File: src/rtl/stream_mux_rr.sv
// stream_mux_rr: N-to-1 valid/ready stream multiplexer with a registered
// output stage. Arbitration is either a fixed channel select or a
// round-robin scan that starts at a rotating pointer.
//
// Handshake: a word moves across an interface in any cycle where its valid
// and ready are both 1. Valid, once raised, is never taken back before the
// word moves, and the data beside it stays stable. Ready may depend
// combinationally on the other side's valid. The output register may take a
// new word whenever it is empty or being drained in the same cycle
// (w_load_en). Input readiness therefore depends combinationally on
// out_ready. out_data and out_valid depend on out_ready only through the
// register.
module stream_mux_rr #(
  parameter  int WIDTH = 8,
  parameter  int NCH   = 4,
  localparam int SW    = $clog2(NCH)
) (
  input  logic                 clk,
  input  logic                 rst,
  input  logic                 mode,
  input  logic [SW-1:0]        sel,
  input  logic [NCH*WIDTH-1:0] in_data,
  input  logic [NCH-1:0]       in_valid,
  output logic [NCH-1:0]       in_ready,
  output logic [WIDTH-1:0]     out_data,
  output logic [SW-1:0]        out_ch,
  output logic                 out_valid,
  input  logic                 out_ready
);

  // Advances a channel index by one and wraps it at NCH. NCH need not be a
  // power of two.
  function automatic logic [SW-1:0] wrap_inc(input logic [SW-1:0] idx);
    if (int'(idx) + 1 >= NCH) return '0;
    return SW'(int'(idx) + 1);
  endfunction

  logic [SW-1:0]    r_ptr;
  logic [WIDTH-1:0] r_data;
  logic [SW-1:0]    r_ch;
  logic             r_valid;

  logic             w_load_en;
  logic             w_sel_ok;
  logic             w_rr_found;
  logic [SW-1:0]    w_rr_grant;
  logic [SW-1:0]    w_scan_idx;
  logic [SW-1:0]    w_grant;
  logic             w_grant_ok;
  logic             w_xfer;
  logic [WIDTH-1:0] w_word;

  assign w_load_en  = !r_valid || out_ready;
  assign w_sel_ok   = (int'(sel) < NCH);
  assign w_grant    = mode ? w_rr_grant : sel;
  assign w_grant_ok = mode ? w_rr_found : w_sel_ok;

  // Round-robin scan: the first valid channel at or after r_ptr, wrapping.
  always_comb begin
    w_rr_found = 1'b0;
    w_rr_grant = '0;
    w_scan_idx = r_ptr;
    for (int k = 0; k < NCH; k++) begin
      if (!w_rr_found && in_valid[w_scan_idx]) begin
        w_rr_found = 1'b1;
        w_rr_grant = w_scan_idx;
      end
      w_scan_idx = wrap_inc(w_scan_idx);
    end
  end

  // One-hot ready to the granted channel. It is suppressed during reset and
  // while the output register cannot load.
  always_comb begin
    in_ready = '0;
    if (!rst && w_load_en && w_grant_ok) begin
      in_ready[w_grant] = 1'b1;
    end
  end

  assign w_xfer = |(in_ready & in_valid);

  // Data mux for the granted channel. This form avoids an out-of-range
  // part-select when sel is not a valid channel.
  always_comb begin
    w_word = '0;
    for (int i = 0; i < NCH; i++) begin
      if (SW'(i) == w_grant) w_word = in_data[i*WIDTH +: WIDTH];
    end
  end

  // Output register and round-robin pointer. The pointer moves only on a
  // round-robin transfer.
  always_ff @(posedge clk) begin
    if (rst) begin
      r_valid <= 1'b0;
      r_data  <= '0;
      r_ch    <= '0;
      r_ptr   <= '0;
    end else if (w_load_en) begin
      if (w_xfer) begin
        r_valid <= 1'b1;
        r_data  <= w_word;
        r_ch    <= w_grant;
        if (mode) r_ptr <= wrap_inc(w_grant);
      end else begin
        r_valid <= 1'b0;
      end
    end
  end

  assign out_data  = r_data;
  assign out_ch    = r_ch;
  assign out_valid = r_valid;

endmodule

File: config.mk
export PLATFORM = sky130hd
export DESIGN_NAME = stream_mux_rr
export DESIGN_NICKNAME = d
export VERILOG_FILES = /design/src/rtl/stream_mux_rr.sv
export SDC_FILE = /design/constraint.sdc
export NUM_CORES = 1
export LEC_CHECK = 0
export ABC_AREA = 1
export CAP_MARGIN = 10
export CORE_AREA = 3 3 62 64
export CTS_CLUSTER_DIAMETER = 150
export CTS_CLUSTER_SIZE = 20
export DETAILED_ROUTE_END_ITERATION = 12
export DIE_AREA = 0 0 65 67
export MAX_ROUTING_LAYER = met4
export PLACE_DENSITY = 0.72
export SLEW_MARGIN = 20
export SYNTH_ARGS = -nofsm -noshare
export SYNTH_HDL_FRONTEND = slang
export SYNTH_SLANG_ARGS = --single-unit
File: constraint.sdc
create_clock -name clk -period 2.7 [get_ports clk]
set_input_delay 0.405 -clock clk [delete_from_list [all_inputs] [get_ports clk]]
set_output_delay 0.405 -clock clk [all_outputs]
set_load 0.05 [all_outputs]
==> metrics.md, run 1 <==
| Metric | Value |
|---|---|
| Synth cell types | `23` |
| DRT iter0 DRCs | `90` |
| Vias | `1584` |
| Die ar. | `between 4000 and 5000 sq um` |
| Setup TNS | `-0.161 ns` |
| Area share of fa/ha/maj cells after synthesis | `around 5.4%` |
| Tot GR Track Use | `about a fifth` |
| Root buf cell | `clkbuf_4` |
| Synth Area in Simple Gates | `~43%` |
| Starting Density | `34.9%` |
| Gr busiest metal | `met2` |
| Failing checks | `negative setup slack` |
| Row cnt | `21` |
| Drt pass-1 iters | `4` |
| # hold bufs at CTS | `0` |
| Synth async-reset ratio | `0%` |
| WL/cell | `approximately 13 microns` |
| WHS Path Cells | `2` |
| Final-stage net count | `around 330` |
| CTS tree | `built` |
| Clk pwr share | `between 8 and 9%` |
| R2R depth | `20` |
| Worst r2r src | `r_ptr[0]` |
| Commonest cells post-synth | `nand2_1 (53), nor2_1 (29), o21ai_0 (21)` |
| Hold Crit Class | `flip-flop to flip-flop` |
| Crit end category | `output port` |
| Initial antenna violation count | `0` |
| Mapped cell area | `1160 sq um` |
| R2r setup slk | `roughly 0.11 ns` |
| Die X | `65 microns` |
| Crit path launch | `in_valid[3]` |
| Final cell count without fillers | `about 330` |
| Critical Path Fanout Max | `4` |
| Post-synth EDFFs | `0` |
| Post-DP HPWL | `3060 microns` |
| M1 GR Usage | `about a quarter` |
| # clock sinks | `13` |
| Sequential group share of total power | `17.5%` |
| Diode count | `0` |
| Worst path slowest cell | `clkdlybuf4s50_1` |
| F_max | `between 0.3 and 0.4 GHz` |
| Core ar. | `around 3300 sq um` |
| Syn Inst Count | `approximately 200` |
| Pwr dens | `roughly 630 nW/um^2` |
| #FFs+latches synth | `13` |
| Worst setup margin | `-0.0590 ns` |
| Clock buffer depth | `2` |
| Share of cells above drive strength 1 | `between 30% and 40%` |
| Xor and xnor area share after synthesis | `0%` |
| Hold endpoint | `out_data[2]` |
| Largest net degree at the start of global routing | `17` |
| Crit path launch type | `input port` |
| Min-delay src | `out_data[2]` |
| Clock skew | `0.00207 ns` |
| Most frequent cell after synthesis | `nand2_1` |
| Grt ovf | `0` |
| Worst Path Required | `about 2.3 ns` |
| Pin slew with the least headroom to its limit | `around 0.52 ns` |
| Largest family of logic cells by synthesized area | `simple AND/OR/NAND/NOR gates` |
| Ys Warns | `0` |
| Multiplexer area fraction after synthesis | `0%` |
| Fin crit share | `102%` |
| VDD IR-drop max | `roughly 0.31 mV` |
| CTS buffer count | `3` |
| Crit path DAT | `2.35 ns` |
| Synth Area in Compound Gates | `18.6%` |
| Crit path time final | `roughly 2.8 ns` |
| Clock latency on the worst-skew pair | `~0.27 ns` |
| Synth Net Count | `250` |
| CP Cell Sequence | `clkdlybuf4s50_1 > inv_2 > nand2_1 > nand3_1 > nand2_2 > nor2_4 > nand3_2 > o21ai_2 > inv_1 > nand2_2 > nand2_4 > inv_4 > ha_4 > inv_4 > nor2_4 > buf_12` |
| Sequential-to-total area share from yosys stat | `between 20% and 30%` |
| Area share of the largest cell type after synthesis | `~22%` |
| Hold Fails Final Rpt | `0` |
| Number of global-route vias before repair | `1503` |
| Relative slew slack | `between 60% and 70%` |
| Status | `complete, but fails checks` |
| Mapped Avg Cell Area | `5.74 sq um` |
| P&R area growth vs syn | `98.0%` |
| Setup violators final | `4` |
| Sw frac | `47.8%` |
| GR Util met3 | `under 10%` |
| Synth area leaders | `dfxtp_1 (22%), nand2_1 (17%), nor2_1 (9.3%)` |
| CTS clk-pin slew, worst paths | `roughly 0.070 ns` |
| First-pass GRT wire length | `6470 microns` |
| Worst flop-to-flop path endpoint | `out_data[4]` |
| RSZ-0062 raised after global routing | `yes` |
| Final core utilization | `69.1%` |
| P_leak | `between 0.0009 and 0.001 uW` |
| CP peak stage delay | `0.45 ns` |
| Synth area leader | `dfxtp_1` |
| Port buffer count | `56` |
| H-tree depth | `1` |
| Post-DR vias/cell | `between 4 and 5` |
| Slew Viols, Final | `0` |
| Placed Cells | `320` |
| Psw | `691 uW` |
| Met2 usage | `31.2%` |
| Post-route ant nets | `0` |
| Combinational share of power | `between 70% and 80%` |
| Die height | `approximately 67 microns` |
| Ys flop type | `dfxtp_1` |
| Boundary pin count | `57` |
| Placer Congestion | `0.863` |
| Final wirelength | `roughly 4200 microns` |
| Max_cap viols | `0` |
| Pint | `755 uW` |
| Number of remaining DRC errors | `0` |
| Worst Setup Path Type | `input port to output port` |
[registers in the layout, summed over array words and instances (netlist names)]
register	flops
out_data	8
out_ch	2
r_ptr	2
out_valid	1
[layout make-up]
class / count / area [sq um]
Sequential cell: 13 / 263
Multi-Input combinational cell: 161 / 1010
Timing Repair Buffer: 86 / 863
Clock buffer: 4 / 26.3
Fill cell: 274 / 1030
Inverter: 22 / 90.1
Tap cell: 46 / 57.6
[worst max-delay path: cells and delay by family]
family	cells	cell delay, ns
buffers and inverters	6	0.87
and+or+nand+nor	8	0.79
adders and majority gates	1	0.16
AOI/OAI and AO/OA	1	0.13
[cell usage in the layout (no fill, tap or decap)]
cell type,n
a21oi_4,1
nor2_2,1
inv_4,3
nand2_2,15
buf_4,23
a21oi_1,10
nand3_4,1
buf_6,6
clkbuf_1,1
nand2_4,3
nand3_2,4
o21ai_2,1
nor2_1,23
clkdlybuf4s50_1,51
nand4_1,4
buf_12,5
dfxtp_1,11
nor2_4,10
nand2_1,37
inv_1,9
nand3_1,16
ha_4,5
o21a_1,1
dlymetal6s2s_1,1
inv_2,10
clkbuf_4,3
a21oi_2,5
o21ai_1,16
o21ai_0,8
dfxtp_2,2
[per-layer routing]
metal	part of all wire, %	vias to the layer above
met1	45	693
met4	2.7	0
met3	3.0	12
met2	49	49
met5	0	-
li1	-	830
[kinds of logic after synthesis]
| family | Yosys count |
|---|---|
| adder cells (fa/ha/maj) | 5 |
| AND/OR/NAND/NOR | 114 |
| AO/OA/AOI/OAI | 42 |
| buffers and inverters | 29 |
| flip-flops | 13 |
[through the flow]
step                total power, uW  hold WS (ns)  setup slack [ns]  instance area [sq um]
CTS                            1330         0.483           -0.0329                   2180
global route                   1550         0.510            -0.209                   2310
finish                         1450         0.482           -0.0590                   2310
detailed placement             1120         0.470            -0.229                   1990
global placement               1110         0.452            -0.190                   1990
floorplan                       800         0.474           -0.0328                   1210
[how the worst max path moves through the flow]
stage	to	slack, ns
after CTS	in_ready[1]	-0.03
after floorplan	in_ready[1]	-0.03
final	in_ready[1]	-0.06
after detailed placement	in_ready[1]	-0.23
after global placement	out_data[6]	-0.19
after global routing	in_ready[1]	-0.21
[what timing repair did]
action,4_1_cts,5_1_grt
gates resized for setup,29,51
hold endpoints to repair,0,0
gates cloned,0,0
pin swaps,11,25
endpoints found under the setup margin,12,16
buffers inserted,6,2
[power groups by stage]
stage,sequential (uW),combinational [uW],clock (uW)
3_5_place_dp,255,866,0
6_report,253,1080,118
4_1_cts,253,963,119
5_1_grt,258,1160,132
2_1_floorplan,375,426,0
3_3_place_gp,253,857,0
Note: power is estimated with default switching activity, not from simulation.
==> inputs of run 2 (changes only) <==
PLACE_DENSITY = 0.69   (was 0.72)
clock period = 2.87 ns   (was 2.7 ns; I/O delays follow)
==> run 2 against run 1 <==
Sequential cell count unchanged; power down 12%; highest routed layer unchanged; the flow still finishes with violations (negative setup slack); critical endpoint is now in_ready[3]; largest power group unchanged; global-route usage down 2.5 points; via count down 4.0%; sequential power down 6%; critical path type is now flip-flop to output port.
==> metrics.md, run 2 (same netlist as run 1, synthesis figures left out) <==
| Metric | Value |
|---|---|
| Status | `complete, but fails checks` |
| Failing checks | `negative setup slack` |
| Commonest cells after routing, fill and taps aside | `clkdlybuf4s50_1 (52), nand2_1 (49), nor2_1 (25)` |
| Post-DR vias/cell | `around 4.6` |
| Crit path time final | `a little under 3 ns` |
| H-tree depth | `1` |
| Root buf cell | `clkbuf_4` |
| Die ar. | `between 4000 and 5000 sq um` |
| Highest routed layer | `met4` |
| Die height | `67 microns` |
| Core ar. | `approximately 3300 sq um` |
| Post-route ant nets | `0` |
| Cell family with most CP delay | `simple AND/OR/NAND/NOR gates` |
| M1 WL | `1660 microns` |
| Diode count | `0` |
| Row cnt | `21` |
| VDD IR-drop max | `~0.26 mV` |
| Worst setup margin | `-0.0206 ns` |
| Crit path launch type | `flip-flop` |
| Max FFs per register | `8` |
| CTS tree | `built` |
| # hold bufs at CTS | `0` |
| Pin slew with the least headroom to its limit | `around 0.50 ns` |
| Setup violators final | `3` |
| Vias | `roughly 1500` |
| Boundary pin count | `57` |
| # clock sinks | `13` |
| Relative slew slack | `66.7%` |
| Starting Density | `approximately a third` |
| Initial antenna violation count | `0` |
| Hold Fails Final Rpt | `0` |
| Placed Area | `approximately 2000 sq um` |
| Clock buffer depth | `2` |
| Pwr dens | `584 nW/um^2` |
| Setup TNS | `-0.0400 ns` |
| Crit path top cell by count | `nand2_2` |
| DRT iter0 DRCs | `around 110` |
| RSZ-0062 raised after global routing | `yes` |
| Worst Path Required | `2.44 ns` |
| First-pass GRT wire length | `~5700 microns` |
| Number of global-route vias before repair | `~1300` |
| Commonest non-fill, non-tap cell in the layout | `clkdlybuf4s50_1` |
| P_leak | `~0.00094 uW` |
| Finished layout cell area | `roughly 2200 sq um` |
| Largest net degree at the start of global routing | `17` |
| Share of cells above drive strength 1 | `about a quarter` |
| Tot GR Track Use | `about 17%` |
| Critical Path Fanout Max | `6` |
| DP Worst Slack | `-0.215 ns` |
| CP Cell Sequence | `ha_4 > clkinvlp_4 > nand2_2 > a21oi_1 > nor2_2 > nand3_2 > nand2_2 > nand2_2 > a21oi_4 > buf_6 > ha_4 > inv_1 > nor2_4 > buf_12` |
| Clock skew | `around 0.0017 ns` |
| Worst Setup Path Type | `flip-flop to output port` |
| Fin crit share | `101%` |
| Grt ovf | `0` |
| Hold Crit Class | `flip-flop to flip-flop` |
| Final core utilization | `between 60% and 70%` |
| Clock latency on the worst-skew pair | `0.26 ns` |
| Placer Congestion | `around 0.9` |
| Crit path DAT | `2.46 ns` |
| Crit end category | `output port` |
| Number of remaining DRC errors | `0` |
| Post-DP HPWL | `slightly below 3000 microns` |
| Port buffer count | `56` |
| Drt pass-1 iters | `5` |
| F_max | `between 0.3 and 0.4 GHz` |
| CP peak stage delay | `between 0.3 and 0.4 ns` |
| Final-stage net count | `between 300 and 400` |
| Critical path buffers and inverters | `4` |
| CTS clk-pin slew, worst paths | `0.07 ns` |
| Worst path slowest cell | `dfxtp_4` |
| Die X | `65 microns` |
| Max_cap viols | `0` |
| Power, Total | `~1300 uW` |
| P&R area growth vs syn | `87.2%` |
| Met3 WL | `between 150 and 200 microns` |
| WL met2 | `1800 microns` |
| Final wirelength | `about 3600 microns` |
| CTS buffer count | `3` |
| Slew Viols, Final | `0` |
| WL/cell | `11.1 microns` |
-- run 2: where the power goes --
group	switching (uW)	total (uW)	leakage (uW)	internal (uW)
Clock	49.8	103	0.0000150	53.7
Combinational	522	932	0.000814	410
Sequential	20.7	238	0.000108	218
Total	592	1270	0.000936	681
-- run 2: through the flow --
| stage | instances | hold slack, ns |
|---|---|---|
| final | 328 | 0.466 |
| after global routing | 328 | 0.490 |
| after CTS | 324 | 0.468 |
| after detailed placement | 319 | 0.457 |
| after global placement | 319 | 0.454 |
| after floorplan | 203 | 0.494 |
-- run 2: worst paths after layout --
check / start / endpoint / slack, ns / cells after the start
hold / removal: out_ch[1] / out_ch[1] / 0.47 / 2
hold reg to reg: out_ch[1] / out_ch[1] / 0.47 / 2
setup reg to reg: r_ptr[1] / out_data[6] / 0.15 / 19
setup / recovery: r_ptr[1] / in_ready[3] / -0.02 / 14
-- run 2: routing by layer --
metal	vias to the layer above	global-route usage, %
li1	820	-
met1	652	23.7
met2	46	25.0
met3	2	1.18
met4	0	4.49
met5	-	-
-- run 2: repair_timing --
action / in CTS / in global routing
gates resized for setup: 7 / 32
setup endpoints to repair: 5 / 15
setup buffers: 1 / 4
pin swaps: 1 / 8
-- run 2: worst register-to-register path: cells and delay by family, from the launching register on --
kind	cells	cell delay, ns
simple gates	8	0.69
fa+ha+maj	2	0.46
compound gates	5	0.63
flops	1	0.36
buf+inv	4	0.48
-- run 2: area by class of cell --
class,count,area (sq um)
Fill cell,305,1160
Multi-Input combinational cell,161,915
Timing Repair Buffer,82,828
Sequential cell,13,265
Inverter,22,88.8
Tap cell,46,57.6
Clock buffer,4,26.3
==> inputs of run 3 (changes only) <==
CELL_PAD_IN_SITES_DETAIL_PLACEMENT = 0   (was unset)
CELL_PAD_IN_SITES_GLOBAL_PLACEMENT = 1   (was unset)
CORE_AREA = 3 3 71 73   (was 3 3 62 64)
DIE_AREA = 0 0 74 76   (was 0 0 65 67)
PLACE_DENSITY = unset   (was 0.69)
PLACE_DENSITY_LB_ADDON = 0.1   (was unset)
==> run 3 against run 2 <==
Register-to-register slack better by 0.04 ns; global-route usage fell by 1.2 points; highest routed layer unchanged; final cell count up 4.0%; non-clock buffer count grew 7; the run now ends clean; critical endpoint is now in_ready[1]; maximum frequency up 3.2%; clock skew rose by 0.0013 ns; routed wire length grew 8.8%; die area rose by 29%; power grew 6.2%.
==> metrics.md, run 3 (same netlist as run 1, synthesis figures left out) <==
| Metric | Value |
|---|---|
| CTS buffer count | `3` |
| Largest net degree at the start of global routing | `17` |
| P_leak | `about 0.001 uW` |
| CTS tree | `built` |
| Gr busiest metal | `met2` |
| Max_cap viols | `0` |
| Core ar. | `4410 sq um` |
| Die ar. | `approximately 5600 sq um` |
| Grt ovf | `0` |
| Setup violators final | `0` |
| Max FFs per register | `8` |
| DRT iter0 DRCs | `48` |
| Crit path time final | `2.80 ns` |
| Starting Density | `between 20% and 30%` |
| # clock sinks | `13` |
| F_max | `roughly 0.36 GHz` |
| Pwr dens | `about 600 nW/um^2` |
| Worst Path Required | `2.44 ns` |
| Crit path launch type | `flip-flop` |
| Clock buffer depth | `2` |
| Number of global-route vias before repair | `~1500` |
| Commonest non-fill, non-tap cell in the layout | `clkdlybuf4s50_1` |
| Final Hold Slack | `about 0.46 ns` |
| Critical Path Fanout Max | `5` |
| Tot GR Track Use | `between 10% and 20%` |
| Port buffer count | `56` |
| Final wirelength | `between 3000 and 4000 microns` |
| Vias | `between 1500 and 2000` |
| Relative slew slack | `between 60% and 70%` |
| P&R area growth vs syn | `95.4%` |
| VDD IR-drop max | `approximately 0.37 mV` |
| Clock skew | `roughly 0.0030 ns` |
| Boundary pin count | `between 50 and 60` |
| Post-DR vias/cell | `4.58` |
| Hold Crit Class | `flip-flop to flip-flop` |
| Post-route ant nets | `0` |
| Clock latency on the worst-skew pair | `roughly 0.25 ns` |
| Drt pass-1 iters | `4` |
| Final-stage net count | `337` |
| Commonest cells after routing, fill and taps aside | `clkdlybuf4s50_1 (48), nand2_1 (44), buf_4 (29)` |
| Post-DP HPWL | `3270 microns` |
| Crit path DAT | `2.37 ns` |
| Die height | `around 76 microns` |
| Fin crit share | `between 90% and 100%` |
| Row cnt | `24` |
| Finished layout cell area | `roughly 2300 sq um` |
| Worst Setup Path Type | `flip-flop to output port` |
| Status | `finished, final reports clean` |
| Share of cells above drive strength 1 | `approximately 30%` |
| CTS clk-pin slew, worst paths | `about 0.05 ns` |
| Power, Total | `1350 uW` |
| M1 GR Usage | `17.5%` |
| Crit end category | `output port` |
| Slew Viols, Final | `0` |
| Placed Area | `2020 sq um` |
| Number of remaining DRC errors | `0` |
| WL/cell | `about 12 microns` |
| H-tree depth | `1` |
| Pin slew with the least headroom to its limit | `a little over 0.5 ns` |
| Root buf cell | `clkbuf_8` |
| Placer Congestion | `roughly 0.82` |
| Diode count | `0` |
| Met2 usage | `27.2%` |
| First-pass GRT wire length | `slightly below 7000 microns` |
| Initial antenna violation count | `0` |
| GR Util met3 | `under 10%` |
| Die X | `~74 microns` |
| RSZ-0062 raised after global routing | `yes` |
| Hold Fails Final Rpt | `0` |
==> run 3: cell count changes in the layout (fill, tap and decap cells not counted), sizes merged <==
cell / previous run / this run
clkdlybuf4s50: 52 / 48
dlymetal6s2s: 0 / 4
clkinv: 0 / 1
inv: 21 / 22
buf: 30 / 37
clkinvlp: 1 / 0
clkbuf: 4 / 3
==> run 3: final timing paths <==
kind	from	to	slack [ns]	depth (start not counted)
max	r_ptr[0]	in_ready[1]	0.07	17
min	out_ch[1]	out_ch[1]	0.46	2
max reg2reg	r_ptr[0]	out_data[4]	0.19	22
min reg2reg	out_ch[1]	out_ch[1]	0.46	2
==> run 3: metrics by stage <==
step                      worst slack [ns]  instances  utilization, %  TNS (ns)
after global routing               -0.0827        341            51.6    -0.198
after global placement              -0.222        330            45.9     -2.16
final                               0.0687        341            51.6         0
after detailed placement            -0.241        330            45.9     -2.45
after CTS                          -0.0497        335            48.7   -0.0549
after floorplan                     -0.182        203               -    -0.299
==> run 3: final cells by class <==
cell class              instances  area (sq um)
fillers                       480          2140
multi-input cells             161           937
repair buffers                 89           882
flip-flops and latches         13           263
inverters                      22          82.6
well taps                      52          65.1
clock buffers                   3          41.3
clock inverters                 1          5.00
==> run 3: power by group <==
group	leakage, uW	switching, uW	total (uW)	internal [uW]
logic	0.000878	521	946	425
registers	0.000108	21.2	239	218
clock network	0.0000255	70.8	167	96.1
total	0.00101	613	1350	739
==> run 3: worst max-delay path: stages, from the launching register on <==
cell     delay (ns)
dfxtp_2        0.33
ha_4           0.16
nor2_4         0.16
nand2_2        0.08
nand3_2        0.06
nand2_2        0.08
nor2_4         0.13
nand3_2        0.11
o21ai_2        0.14
inv_1          0.04
nand2_1        0.06
nand2_2        0.10
inv_2          0.09
ha_4           0.14
inv_2          0.03
buf_6          0.12
nor2_4         0.12
buf_12         0.15
==> run 3: what timing repair did <==
action / 4_1_cts / 5_1_grt
buffers inserted: 1 / 6
setup endpoints to repair: 9 / 14
resized for setup: 14 / 37
pin swaps: 3 / 20
hold buffers: 0 / 0
==> run 3: routing by layer <==
layer,vias up,part of all wire (%)
met5,-,0
met4,0,0.35
met2,44,52
met3,2,5.8
li1,832,-
met1,683,42
